[src/rtl/bus_arbiter_if.sv]
// Shared memory bus between fetch, Memory stage and memory.
// The arbiter uses the slave view; the requesters and memory model use the master view.
interface bus_arbiter_if;
    logic        ic_rd_req;
    logic [31:0] ic_busaddr;
    logic        ic_rw_wait;
    logic [31:0] ic_rd_data;

    logic        dc_rd_req;
    logic        dc_wr_req;
    logic [31:0] dc_busaddr;
    logic [31:0] dc_wr_data;
    logic        dc_lock;
    logic        dc_rw_wait;
    logic [31:0] dc_rd_data;

    logic [31:0] mem_addr;
    logic        mem_rd;
    logic        mem_wr;
    logic [31:0] mem_wr_data;
    logic        mem_ready;
    logic [31:0] mem_rd_data;

    logic        grant_d;

    modport slave (
        input  ic_rd_req, ic_busaddr,
        output ic_rw_wait, ic_rd_data,
        input  dc_rd_req, dc_wr_req, dc_busaddr, dc_wr_data, dc_lock,
        output dc_rw_wait, dc_rd_data,
        output mem_addr, mem_rd, mem_wr, mem_wr_data,
        input  mem_ready, mem_rd_data,
        output grant_d
    );

    modport master (
        output ic_rd_req, ic_busaddr,
        input  ic_rw_wait, ic_rd_data,
        output dc_rd_req, dc_wr_req, dc_busaddr, dc_wr_data, dc_lock,
        input  dc_rw_wait, dc_rd_data,
        input  mem_addr, mem_rd, mem_wr, mem_wr_data,
        output mem_ready, mem_rd_data,
        input  grant_d
    );
endinterface

[src/rtl/bus_arbiter.sv]
// Fetch / Memory-stage arbiter for the single memory port: data-first priority,
// starvation escape for fetch, burst lock, zero-cycle arbitration.
//
// owner    | meaning
// ---------+------------------------------------------------------------
// OWN_NONE | no transaction in flight; next request is arbitrated fresh
// OWN_I    | fetch read accepted but not yet completed by memory
// OWN_D    | data access in flight, or locked burst between beats
module bus_arbiter #(
    parameter int STARVE_MAX = 4
) (
    input  logic           clk,
    input  logic           Nrst,
    bus_arbiter_if.slave   bus
);

    typedef enum logic [1:0] {
        OWN_NONE = 2'd0,
        OWN_I    = 2'd1,
        OWN_D    = 2'd2
    } owner_t;

    localparam logic [3:0] STARVE_LIM = 4'(STARVE_MAX);

    owner_t     owner_q, owner_d;
    owner_t     sel;
    logic [3:0] starve_q, starve_d;
    logic       grant_d_q, grant_d_d;

    logic ic_req;
    logic dc_req;
    logic fetch_forced;
    logic complete;

    assign ic_req       = bus.ic_rd_req;
    assign dc_req       = bus.dc_rd_req | bus.dc_wr_req;
    assign fetch_forced = (starve_q == STARVE_LIM) && !bus.dc_lock;

    always_ff @(posedge clk) begin
        if (!Nrst) begin
            owner_q   <= OWN_NONE;
            starve_q  <= '0;
            grant_d_q <= 1'b0;
        end else begin
            owner_q   <= owner_d;
            starve_q  <= starve_d;
            grant_d_q <= grant_d_d;
        end
    end

    // An owner that withdraws its request falls through to fresh arbitration in the same cycle.
    always_comb begin
        sel = OWN_NONE;
        if (!Nrst) begin
            sel = OWN_NONE;
        end else if (owner_q == OWN_I && ic_req) begin
            sel = OWN_I;
        end else if (owner_q == OWN_D && dc_req) begin
            sel = OWN_D;
        end else if (ic_req && dc_req) begin
            sel = fetch_forced ? OWN_I : OWN_D;
        end else if (ic_req) begin
            sel = OWN_I;
        end else if (dc_req) begin
            sel = OWN_D;
        end
    end

    assign complete = (sel != OWN_NONE) && bus.mem_ready;

    always_comb begin
        owner_d   = owner_q;
        starve_d  = starve_q;
        grant_d_d = grant_d_q;

        if (sel == OWN_NONE) begin
            owner_d = OWN_NONE;
        end else if (!bus.mem_ready) begin
            owner_d = sel;
        end else if (sel == OWN_D && bus.dc_lock) begin
            owner_d = OWN_D;
        end else begin
            owner_d = OWN_NONE;
        end

        if (complete) begin
            grant_d_d = (sel == OWN_D);
        end

        if (!ic_req) begin
            starve_d = '0;
        end else if (complete && sel == OWN_I) begin
            starve_d = '0;
        end else if (complete && sel == OWN_D && starve_q < STARVE_LIM) begin
            starve_d = starve_q + 4'd1;
        end
    end

    always_comb begin
        bus.mem_addr    = 'x;
        bus.mem_rd      = 1'b0;
        bus.mem_wr      = 1'b0;
        bus.mem_wr_data = 'x;
        bus.ic_rw_wait  = ic_req;
        bus.dc_rw_wait  = dc_req;

        unique case (sel)
            OWN_I: begin
                bus.mem_addr   = bus.ic_busaddr;
                bus.mem_rd     = 1'b1;
                bus.ic_rw_wait = ~bus.mem_ready;
            end
            OWN_D: begin
                bus.mem_addr    = bus.dc_busaddr;
                bus.mem_rd      = bus.dc_rd_req;
                bus.mem_wr      = bus.dc_wr_req;
                bus.mem_wr_data = bus.dc_wr_data;
                bus.dc_rw_wait  = ~bus.mem_ready;
            end
            default: begin
                bus.mem_addr = 'x;
            end
        endcase
    end

    assign bus.ic_rd_data = bus.mem_rd_data;
    assign bus.dc_rd_data = bus.mem_rd_data;
    assign bus.grant_d    = grant_d_q;

endmodule

[src/flat_wrapper.sv]
// flat-port wrapper written by rule: the top's interface ports become plain ports
module bus_arbiter_flat 
#(
    parameter int STARVE_MAX = 4
)
  (clk, Nrst, bus_ic_rd_req, bus_ic_busaddr, bus_ic_rw_wait, bus_ic_rd_data, bus_dc_rd_req, bus_dc_wr_req, bus_dc_busaddr, bus_dc_wr_data, bus_dc_lock, bus_dc_rw_wait, bus_dc_rd_data, bus_mem_addr, bus_mem_rd, bus_mem_wr, bus_mem_wr_data, bus_mem_ready, bus_mem_rd_data, bus_grant_d);
  bus_arbiter_if bus_i ();
  input  logic clk;
  input  logic Nrst;
  input wire logic [$bits(bus_i.ic_rd_req)-1:0] bus_ic_rd_req;
  input wire logic [$bits(bus_i.ic_busaddr)-1:0] bus_ic_busaddr;
  output wire logic [$bits(bus_i.ic_rw_wait)-1:0] bus_ic_rw_wait;
  output wire logic [$bits(bus_i.ic_rd_data)-1:0] bus_ic_rd_data;
  input wire logic [$bits(bus_i.dc_rd_req)-1:0] bus_dc_rd_req;
  input wire logic [$bits(bus_i.dc_wr_req)-1:0] bus_dc_wr_req;
  input wire logic [$bits(bus_i.dc_busaddr)-1:0] bus_dc_busaddr;
  input wire logic [$bits(bus_i.dc_wr_data)-1:0] bus_dc_wr_data;
  input wire logic [$bits(bus_i.dc_lock)-1:0] bus_dc_lock;
  output wire logic [$bits(bus_i.dc_rw_wait)-1:0] bus_dc_rw_wait;
  output wire logic [$bits(bus_i.dc_rd_data)-1:0] bus_dc_rd_data;
  output wire logic [$bits(bus_i.mem_addr)-1:0] bus_mem_addr;
  output wire logic [$bits(bus_i.mem_rd)-1:0] bus_mem_rd;
  output wire logic [$bits(bus_i.mem_wr)-1:0] bus_mem_wr;
  output wire logic [$bits(bus_i.mem_wr_data)-1:0] bus_mem_wr_data;
  input wire logic [$bits(bus_i.mem_ready)-1:0] bus_mem_ready;
  input wire logic [$bits(bus_i.mem_rd_data)-1:0] bus_mem_rd_data;
  output wire logic [$bits(bus_i.grant_d)-1:0] bus_grant_d;
  assign bus_i.ic_rd_req = bus_ic_rd_req;
  assign bus_i.ic_busaddr = bus_ic_busaddr;
  assign bus_ic_rw_wait = bus_i.ic_rw_wait;
  assign bus_ic_rd_data = bus_i.ic_rd_data;
  assign bus_i.dc_rd_req = bus_dc_rd_req;
  assign bus_i.dc_wr_req = bus_dc_wr_req;
  assign bus_i.dc_busaddr = bus_dc_busaddr;
  assign bus_i.dc_wr_data = bus_dc_wr_data;
  assign bus_i.dc_lock = bus_dc_lock;
  assign bus_dc_rw_wait = bus_i.dc_rw_wait;
  assign bus_dc_rd_data = bus_i.dc_rd_data;
  assign bus_mem_addr = bus_i.mem_addr;
  assign bus_mem_rd = bus_i.mem_rd;
  assign bus_mem_wr = bus_i.mem_wr;
  assign bus_mem_wr_data = bus_i.mem_wr_data;
  assign bus_i.mem_ready = bus_mem_ready;
  assign bus_i.mem_rd_data = bus_mem_rd_data;
  assign bus_grant_d = bus_i.grant_d;
  bus_arbiter #(.STARVE_MAX(STARVE_MAX)) u_core (.clk(clk), .Nrst(Nrst), .bus(bus_i));
endmodule
[config.mk]
export PLATFORM = sky130hd
export DESIGN_NAME = bus_arbiter_flat
export DESIGN_NICKNAME = d
export VERILOG_FILES = /design/src/rtl/bus_arbiter_if.sv /design/src/rtl/bus_arbiter.sv /design/src/flat_wrapper.sv
export SDC_FILE = /design/constraint.sdc
export NUM_CORES = 1
export LEC_CHECK = 0
export ABC_AREA = 0
export CAP_MARGIN = 20
export CORE_AREA = 8 8 97 99
export DETAILED_ROUTE_END_ITERATION = 7
export DIE_AREA = 0 0 105 107
export PLACE_DENSITY = 0.82
export SLEW_MARGIN = 20
export SYNTH_ARGS = -nofsm -noshare
export SYNTH_HDL_FRONTEND = slang
export SYNTH_SLANG_ARGS = --single-unit
[constraint.sdc]
create_clock -name clk -period 2.6 [get_ports clk]
set_input_delay 0.52 -clock clk [delete_from_list [all_inputs] [get_ports clk]]
set_output_delay 0.52 -clock clk [all_outputs]
set_load 0.03 [all_outputs]
==> key figures, run 1 <==
Yosys
  – Top-count cell post-synth: buf_4
  – Seq/Total Area, Yosys: about 8.9%
  – Mapped Area: 0.00157 mm2
  – Post-synth EDFFs: 0
  – Yosys warning total: 0
  – Top cells by count, synth: 99 x buf_4, 32 x mux2_2, 9 x nor2_1
  – Syn_nets: 325
  – Cell variety after synth: 23
  – Ys flop type: dfxtp_1
  – Top cell type's share of synthesized area: 47.3%
  – Mapped Cells: 185
  – Async SR Flop Fraction: 0%
  – Top cells by area, synth: buf_4 47%, mux2_2 23%, dfxtp_1 8.9%
  – Cell taking the most area after synthesis: buf_4
  – Total of flip-flops plus latches after synthesis: 7
  – Average size of a mapped cell: 8.49 um2

Setup path
  – Critical path fanouts, max: 7
  – Worst path required time: approximately 2.1 ns
  – Crit Path Class: in2out
  – CP Capture Type: primary output
  – WP data arrival: 2.11 ns
  – Critical Path Source Type: input port

CTS
  – Htree depth: 1
  – # clock sinks: 7
  – CTS Root Buffer Type: clkbuf_8
  – Clock tree buffer depth: 2
  – Worst-skew pair later-pin latency: 0.23 ns
  – TritonCTS clock tree: yes
  – Clock-pin slew of the registers on the worst-case setup and hold paths: 0.04 ns
  – Total CTS buffers: 3
  – Cts hold-fix bufs: 0

Global routing
  – Congestion Overflow GR: 0
  – Largest net degree at the start of global routing: 14
  – GRT Total Usage: about 11%
  – Antenna violations before repair: 0
  – Number of global-route vias before repair: ~1500
  – First-pass GRT wire length: 9720 um

Timing
  – Fin crit period: 2.63 ns
  – Final setup violation count: 7
  – Worst slew margin: 78.9%
  – Clock skew: 0.00600 ns
  – Worst Max-Slew Pin Slew: between 0.3 and 0.4 ns
  – Setup ws final: -0.0315 ns
  – Final Max Tran Viols: 0
  – Final hold violations: 0
  – Unrepaired setup endpoints after global routing: true
  – Period utilization: 101%
  – Highest Clock Rate: 0.380 GHz

Floorplan
  – FP Rows: 33
  – Starting Density: 19.8%
  – Core area: 0.00793 mm2
  – I/O pins: 268
  – Die Wd: 105 um
  – Die Area: 0.0112 mm2
  – Die extent in y: 107 um

Pwr
  – Worst VDD drop: roughly 0.40 mV
  – Design Power: 0.761 mW
  – Power per cell area: 317 mW/mm2
  – Leakage: 0.959 nW

Layout
  – Syn-to-layout area delta: 52.8%
  – Diodes inserted: 0
  – Nets: 355
  – Layout cells sized above 1: 52.3%
  – # fillers: about 850
  – Final instance area: around 0.0024 mm2

Job
  – Maxcap violations: 0

Detailed routing
  – Via Count: approximately 1300
  – Routed wire length: 6680 um
  – Drt first pass iters: 4
  – Post-route ant nets: 0
  – Iter 0 DRT Violations: 35
  – WL/cell: 20.9 um
  – Vias per cell: between 3 and 4
  – Residual DRC: 0

Hold path
  – Hold Crit Class: reg2reg

Outcome
  – Failing checks: negative setup slack
  – Status: complete, but fails checks

Placed design
  – Final HPWL DP: 5310 um
  – Dpl cell area: between 0.002 and 0.0025 mm2
  – RePlAce Congestion: approximately 0.85
  – Place WS: -0.382 ns
  – Port-buffer cells: approximately 110
==> kinds of logic (layout without fill, tap and decap cells) <==
kind of cell	after synthesis	in the layout	share of synthesized area [%]
AO/OA/AOI/OAI	10	10	5.18
buffers and inverters	106	135	49.0
AND/OR/NAND/NOR	23	23	8.76
multiplexers	33	33	23.6
XOR/XNOR	1	1	0.557
flip-flops	7	7	8.92
adder cells (fa/ha/maj)	5	5	3.98
==> repair_timing <==
action	in CTS	in global routing
setup endpoints to repair	36	36
cloned	2	0
resized for setup	67	7
pin swaps	8	5
setup buffers	7	3
==> registers in the layout, indices dropped and copies added, names as in the netlist <==
signal              flops
u_core.owner_q          2
u_core.bus.grant_d      1
u_core.starve_q         4
==> path summary, 6_finish.rpt <==
| check | from | end | slack [ns] | depth (start not counted) |
|---|---|---|---|---|
| setup / recovery | bus_dc_lock | bus_mem_addr[24] | -0.03 | 10 |
| setup reg to reg | u_core.starve_q[3] | u_core.starve_q[1] | 0.52 | 10 |
| hold reg to reg | u_core.starve_q[3] | u_core.starve_q[3] | 0.48 | 2 |
| hold / removal | u_core.starve_q[3] | u_core.starve_q[3] | 0.48 | 2 |
==> layout by cell type (no fill, tap or decap), types with 2 or more instances in the layout <==
cell / synthesis / final
clkdlybuf4s50_1: 0 / 66
buf_6: 0 / 36
mux2_2: 32 / 30
buf_4: 99 / 16
nor2_1: 9 / 8
inv_1: 6 / 5
dfxtp_1: 7 / 4
nand2_1: 4 / 3
clkbuf_8: 0 / 3
dlygate4sd2_1: 0 / 3
dfxtp_2: 0 / 3
o2111ai_4: 0 / 2
nand3_2: 0 / 2
mux2_4: 0 / 2
nor3_4: 1 / 2
a21oi_1: 4 / 2
ha_4: 0 / 2
ha_1: 5 / 2
buf_12: 0 / 2
==> per-stage QoR <==
| step | hold WS [ns] | cells | setup TNS [ns] | util [%] |
|---|---|---|---|---|
| 3_3_place_gp | 0.473 | 307 | -9.98 | 25.6 |
| 3_5_place_dp | 0.483 | 307 | -12.41 | 25.6 |
| 4_1_cts | 0.482 | 319 | -1.30 | 30.1 |
| 5_1_grt | 0.517 | 319 | -1.61 | 30.3 |
| 2_1_floorplan | 0.479 | 185 | 0 | - |
| 6_report | 0.477 | 319 | -0.209 | 30.3 |
==> area by class of cell <==
| class | count | area (um2) | share of cell area, % |
|---|---|---|---|
| repair buffers | 125 | 1280 | 53.5 |
| multi-input cells | 72 | 773 | 32.2 |
| inverters | 6 | 22.5 | 0.938 |
| clock buffers | 4 | 45.0 | 1.88 |
| flip-flops and latches | 7 | 144 | 5.99 |
| well taps | 105 | 131 | 5.47 |
==> layer usage <==
layer	up-vias	share of wire [%]	track usage [%]
li1	568	-	-
met5	-	0	0
met2	104	50	18.8
met3	24	8.8	4.56
met1	571	39	12.3
met4	0	2.4	4.38
==> critical path: stages <==
cell	delay [ns]
buf_6	0.10
nor3b_4	0.22
o2111ai_4	0.19
nand3_2	0.11
nand2_2	0.08
ha_4	0.20
buf_12	0.13
buf_16	0.13
mux2_2	0.28
buf_6	0.14
==> where the power goes <==
part	switching, mW	internal [mW]	total, mW
clock	0.0490	0.106	0.155
combinational	0.225	0.271	0.496
sequential	0.000803	0.110	0.110
total	0.274	0.487	0.761
Note: power is estimated with default switching activity, not from simulation.
==> run 2: changes to the inputs <==
HOLD_SLACK_MARGIN = 0.02   (was unset)
==> results of run 2 <==
No change in the layout: final DEF, timing and power equal those of run 1.
==> run 3: changes to the inputs <==
CORE_AREA = 2 2 104 106   (was 8 8 97 99)
DIE_AREA = 0 0 106 108   (was 0 0 105 107)
PLACE_DENSITY = 0.66   (was 0.82)
==> run 3 against run 2 <==
The flow still finishes with violations (negative setup slack). Clock power barely moved. Critical path depth did not move. Total power rose by 0.67%. Wire length fell by 16%. Sequential power barely moved. Cell area rose by 4.1%. Global-route usage fell by 2.1 points. Core utilization fell by 5.9 points. Worst setup slack got worse by 0.0071 ns. Count of clock-buffer cells in the layout did not move. Critical path type unchanged.
==> key figures, run 3 (synthesis gave the netlist of run 1 again) <==
Setup path
  – Worst path required time: 2.08 ns (about the same)
  – WP data arrival: 2.12 ns (was 2.11 ns)
  – Crit Path Class: in2out (unchanged)
  – Bufs and invs on worst path: 5 (was 4)
  – Crit path largest cell delay: 0.30 ns (was 0.28 ns)
  – Critical path fanouts, max: 7 (unchanged)
  – Cell repeated most along the worst path: buf_6 (unchanged)
  – Slowest CP cell: mux2_4 (was mux2_2)
  – CP Capture Type: primary output (unchanged)
  – Critical Path Source Type: input port (unchanged)
  – Cells along the critical path: buf_6, nor3b_4, o2111ai_4, o2111ai_4, inv_2, ha_4, buf_6, buf_12, mux2_4, buf_6 (was buf_6, nor3b_4, o2111ai_4, nand3_2, nand2_2, ha_4, buf_12, buf_16, mux2_2, buf_6)
  – Kind of cell adding the most delay to the critical path: buffers and inverters (unchanged)

Detailed routing
  – Vias per cell: 3.67 (was 3.97)
  – Post-route ant nets: 0 (unchanged)
  – Iter 0 DRT Violations: 46 (was 35)
  – Residual DRC: 0 (unchanged)
  – Drt first pass iters: 4 (unchanged)
  – Via Count: 1308 (was 1267)
  – Routed wire length: 5630 um (was 6680 um)
  – WL/cell: 15.8 um (was 20.9 um)

Floorplan
  – Die Wd: 106 um (was 105 um)
  – Starting Density: 15.4% (was 19.8%)
  – Die Area: 0.0114 mm2 (was 0.0112 mm2)
  – FP Rows: 37 (was 33)
  – Die extent in y: 108 um (was 107 um)
  – I/O pins: 268 (unchanged)
  – Core area: 0.0102 mm2 (was 0.00793 mm2)

Layout
  – Layout cells sized above 1: 51.6% (was 52.3%)
  – Post-Route Utilization: 24.4% (was 30.3%)
  – Commonest non-fill, non-tap cell in the layout: clkdlybuf4s50_1 (unchanged)
  – # fillers: 1087 (was 854)
  – Final instance area: 0.00250 mm2 (was 0.00240 mm2)
  – Nets: 360 (was 355)
  – Commonest non-fill, non-tap cells in the layout: 66 x clkdlybuf4s50_1, 35 x buf_6, 26 x mux2_2 (was 66 x clkdlybuf4s50_1, 36 x buf_6, 30 x mux2_2)
  – Largest Register: u_core.starve_q (unchanged)
  – Syn-to-layout area delta: 59.1% (was 52.8%)
  – Max FFs per register: 4 (unchanged)

Timing
  – Fin crit period: 2.64 ns (was 2.63 ns)
  – Worst Max-Slew Pin Slew: 0.308 ns (was 0.315 ns)
  – Final hold violations: 0 (unchanged)
  – Setup ws final: -0.0386 ns (was -0.0315 ns)
  – Final setup violation count: 25 (was 7)
  – Period utilization: 101% (about the same)
  – Unrepaired setup endpoints after global routing: true (unchanged)
  – Worst slew margin: 79.4% (was 78.9%)
  – Highest Clock Rate: 0.379 GHz (was 0.380 GHz)
  – Clock skew: 0.000805 ns (was 0.00600 ns)
  – Final Max Tran Viols: 0 (unchanged)

Outcome
  – Status: complete, but fails checks (unchanged)
  – Failing checks: negative setup slack (unchanged)

CTS
  – Clock-pin slew of the registers on the worst-case setup and hold paths: 0.04 ns (about the same)
  – TritonCTS clock tree: yes (unchanged)
  – # clock sinks: 7 (unchanged)
  – Worst-skew pair later-pin latency: 0.23 ns (about the same)
  – Htree depth: 1 (unchanged)
  – Total CTS buffers: 3 (unchanged)
  – Clock tree buffer depth: 2 (unchanged)
  – CTS Root Buffer Type: clkbuf_8 (unchanged)

Placed design
  – Final HPWL DP: 4370 um (was 5310 um)
  – Port-buffer cells: 107 (unchanged)
  – RePlAce Congestion: 0.756 (was 0.854)
  – Dpl cell area: 0.00210 mm2 (was 0.00203 mm2)

Global routing
  – Gr busiest metal: met2 (unchanged)
  – First-pass GRT wire length: 7850 um (was 9720 um)
  – GR Layer Usage met1: 8.83% (was 12.3%)
  – Congestion Overflow GR: 0 (unchanged)
  – GRT Total Usage: 9.06% (was 11.2%)
  – Number of global-route vias before repair: 1376 (was 1528)
  – Largest net degree at the start of global routing: 9 (was 14)
  – Antenna violations before repair: 1 (was 0)
  – Met3 Track Usage GR: 4.52% (was 4.56%)
  – GRT met2 Usage: 15.8% (was 18.8%)

Pwr
  – Worst VDD drop: 0.289 mV (was 0.398 mV)
  – Power per cell area: 307 mW/mm2 (was 317 mW/mm2)
  – Leakage: 1.01 nW (was 0.959 nW)

Job
  – Maxcap violations: 0 (unchanged)

Hold path
  – Hold Crit Class: reg2reg (unchanged)
-- run 3: routing by layer --
metal	routed length [um]	part of all wire, %
met1	1910	34
met2	2750	49
met3	724	13
met4	250	4.4
met5	0	0
-- run 3: worst paths after layout --
path / start / endpoint / slack [ns] / depth (start not counted)
min reg2reg: u_core.starve_q[3] / u_core.starve_q[3] / 0.47 / 2
min: u_core.starve_q[3] / u_core.starve_q[3] / 0.47 / 2
max reg2reg: u_core.starve_q[3] / u_core.starve_q[1] / 0.47 / 11
max: bus_dc_lock / bus_mem_addr[9] / -0.04 / 10
-- run 3: report_power, final --
part           switching [mW]  leakage [nW]  internal [mW]
registers            0.000709        0.0584          0.108
clock network          0.0520        0.0228          0.107
logic                   0.217         0.926          0.282
-- run 3: what timing repair did --
| item | in CTS | in global routing |
|---|---|---|
| pin swaps | 6 | 6 |
| endpoints found under the setup margin | 36 | 35 |
| setup buffers | 6 | 3 |
| gates resized for setup | 42 | 32 |
| cloned | 3 | 0 |
| hold buffers | 0 | 0 |
-- run 3: per-stage QoR --
step                      instances  power (mW)  setup WS [ns]  hold slack, ns  TNS (ns)
after global routing            356       0.796         -0.111           0.493     -2.59
after detailed placement        341       0.531         -0.344           0.496    -11.18
final                           356       0.766        -0.0386           0.473    -0.467
after CTS                       354       0.758         -0.168           0.506     -2.28
after floorplan                 185       0.584         0.0413           0.479         0
after global placement          341       0.528         -0.312           0.481    -10.27
-- run 3: area by class of cell --
cell class                 instances  area [um2]  share of cell area (%)
antenna                            1        2.50                   0.100
timing repair buffer             130        1350                    54.0
inverter                           6        22.5                   0.901
clock buffer                       4        45.0                    1.80
tap                              136         170                    6.81
multi-input combinational         72         763                    30.5
sequential                         7         146                    5.86
-- run 3: worst min-delay path, stage by stage (launching register included) --
cell and delay, ns:
dfxtp_4 0.35, inv_1 0.05, nor2_1 0.03
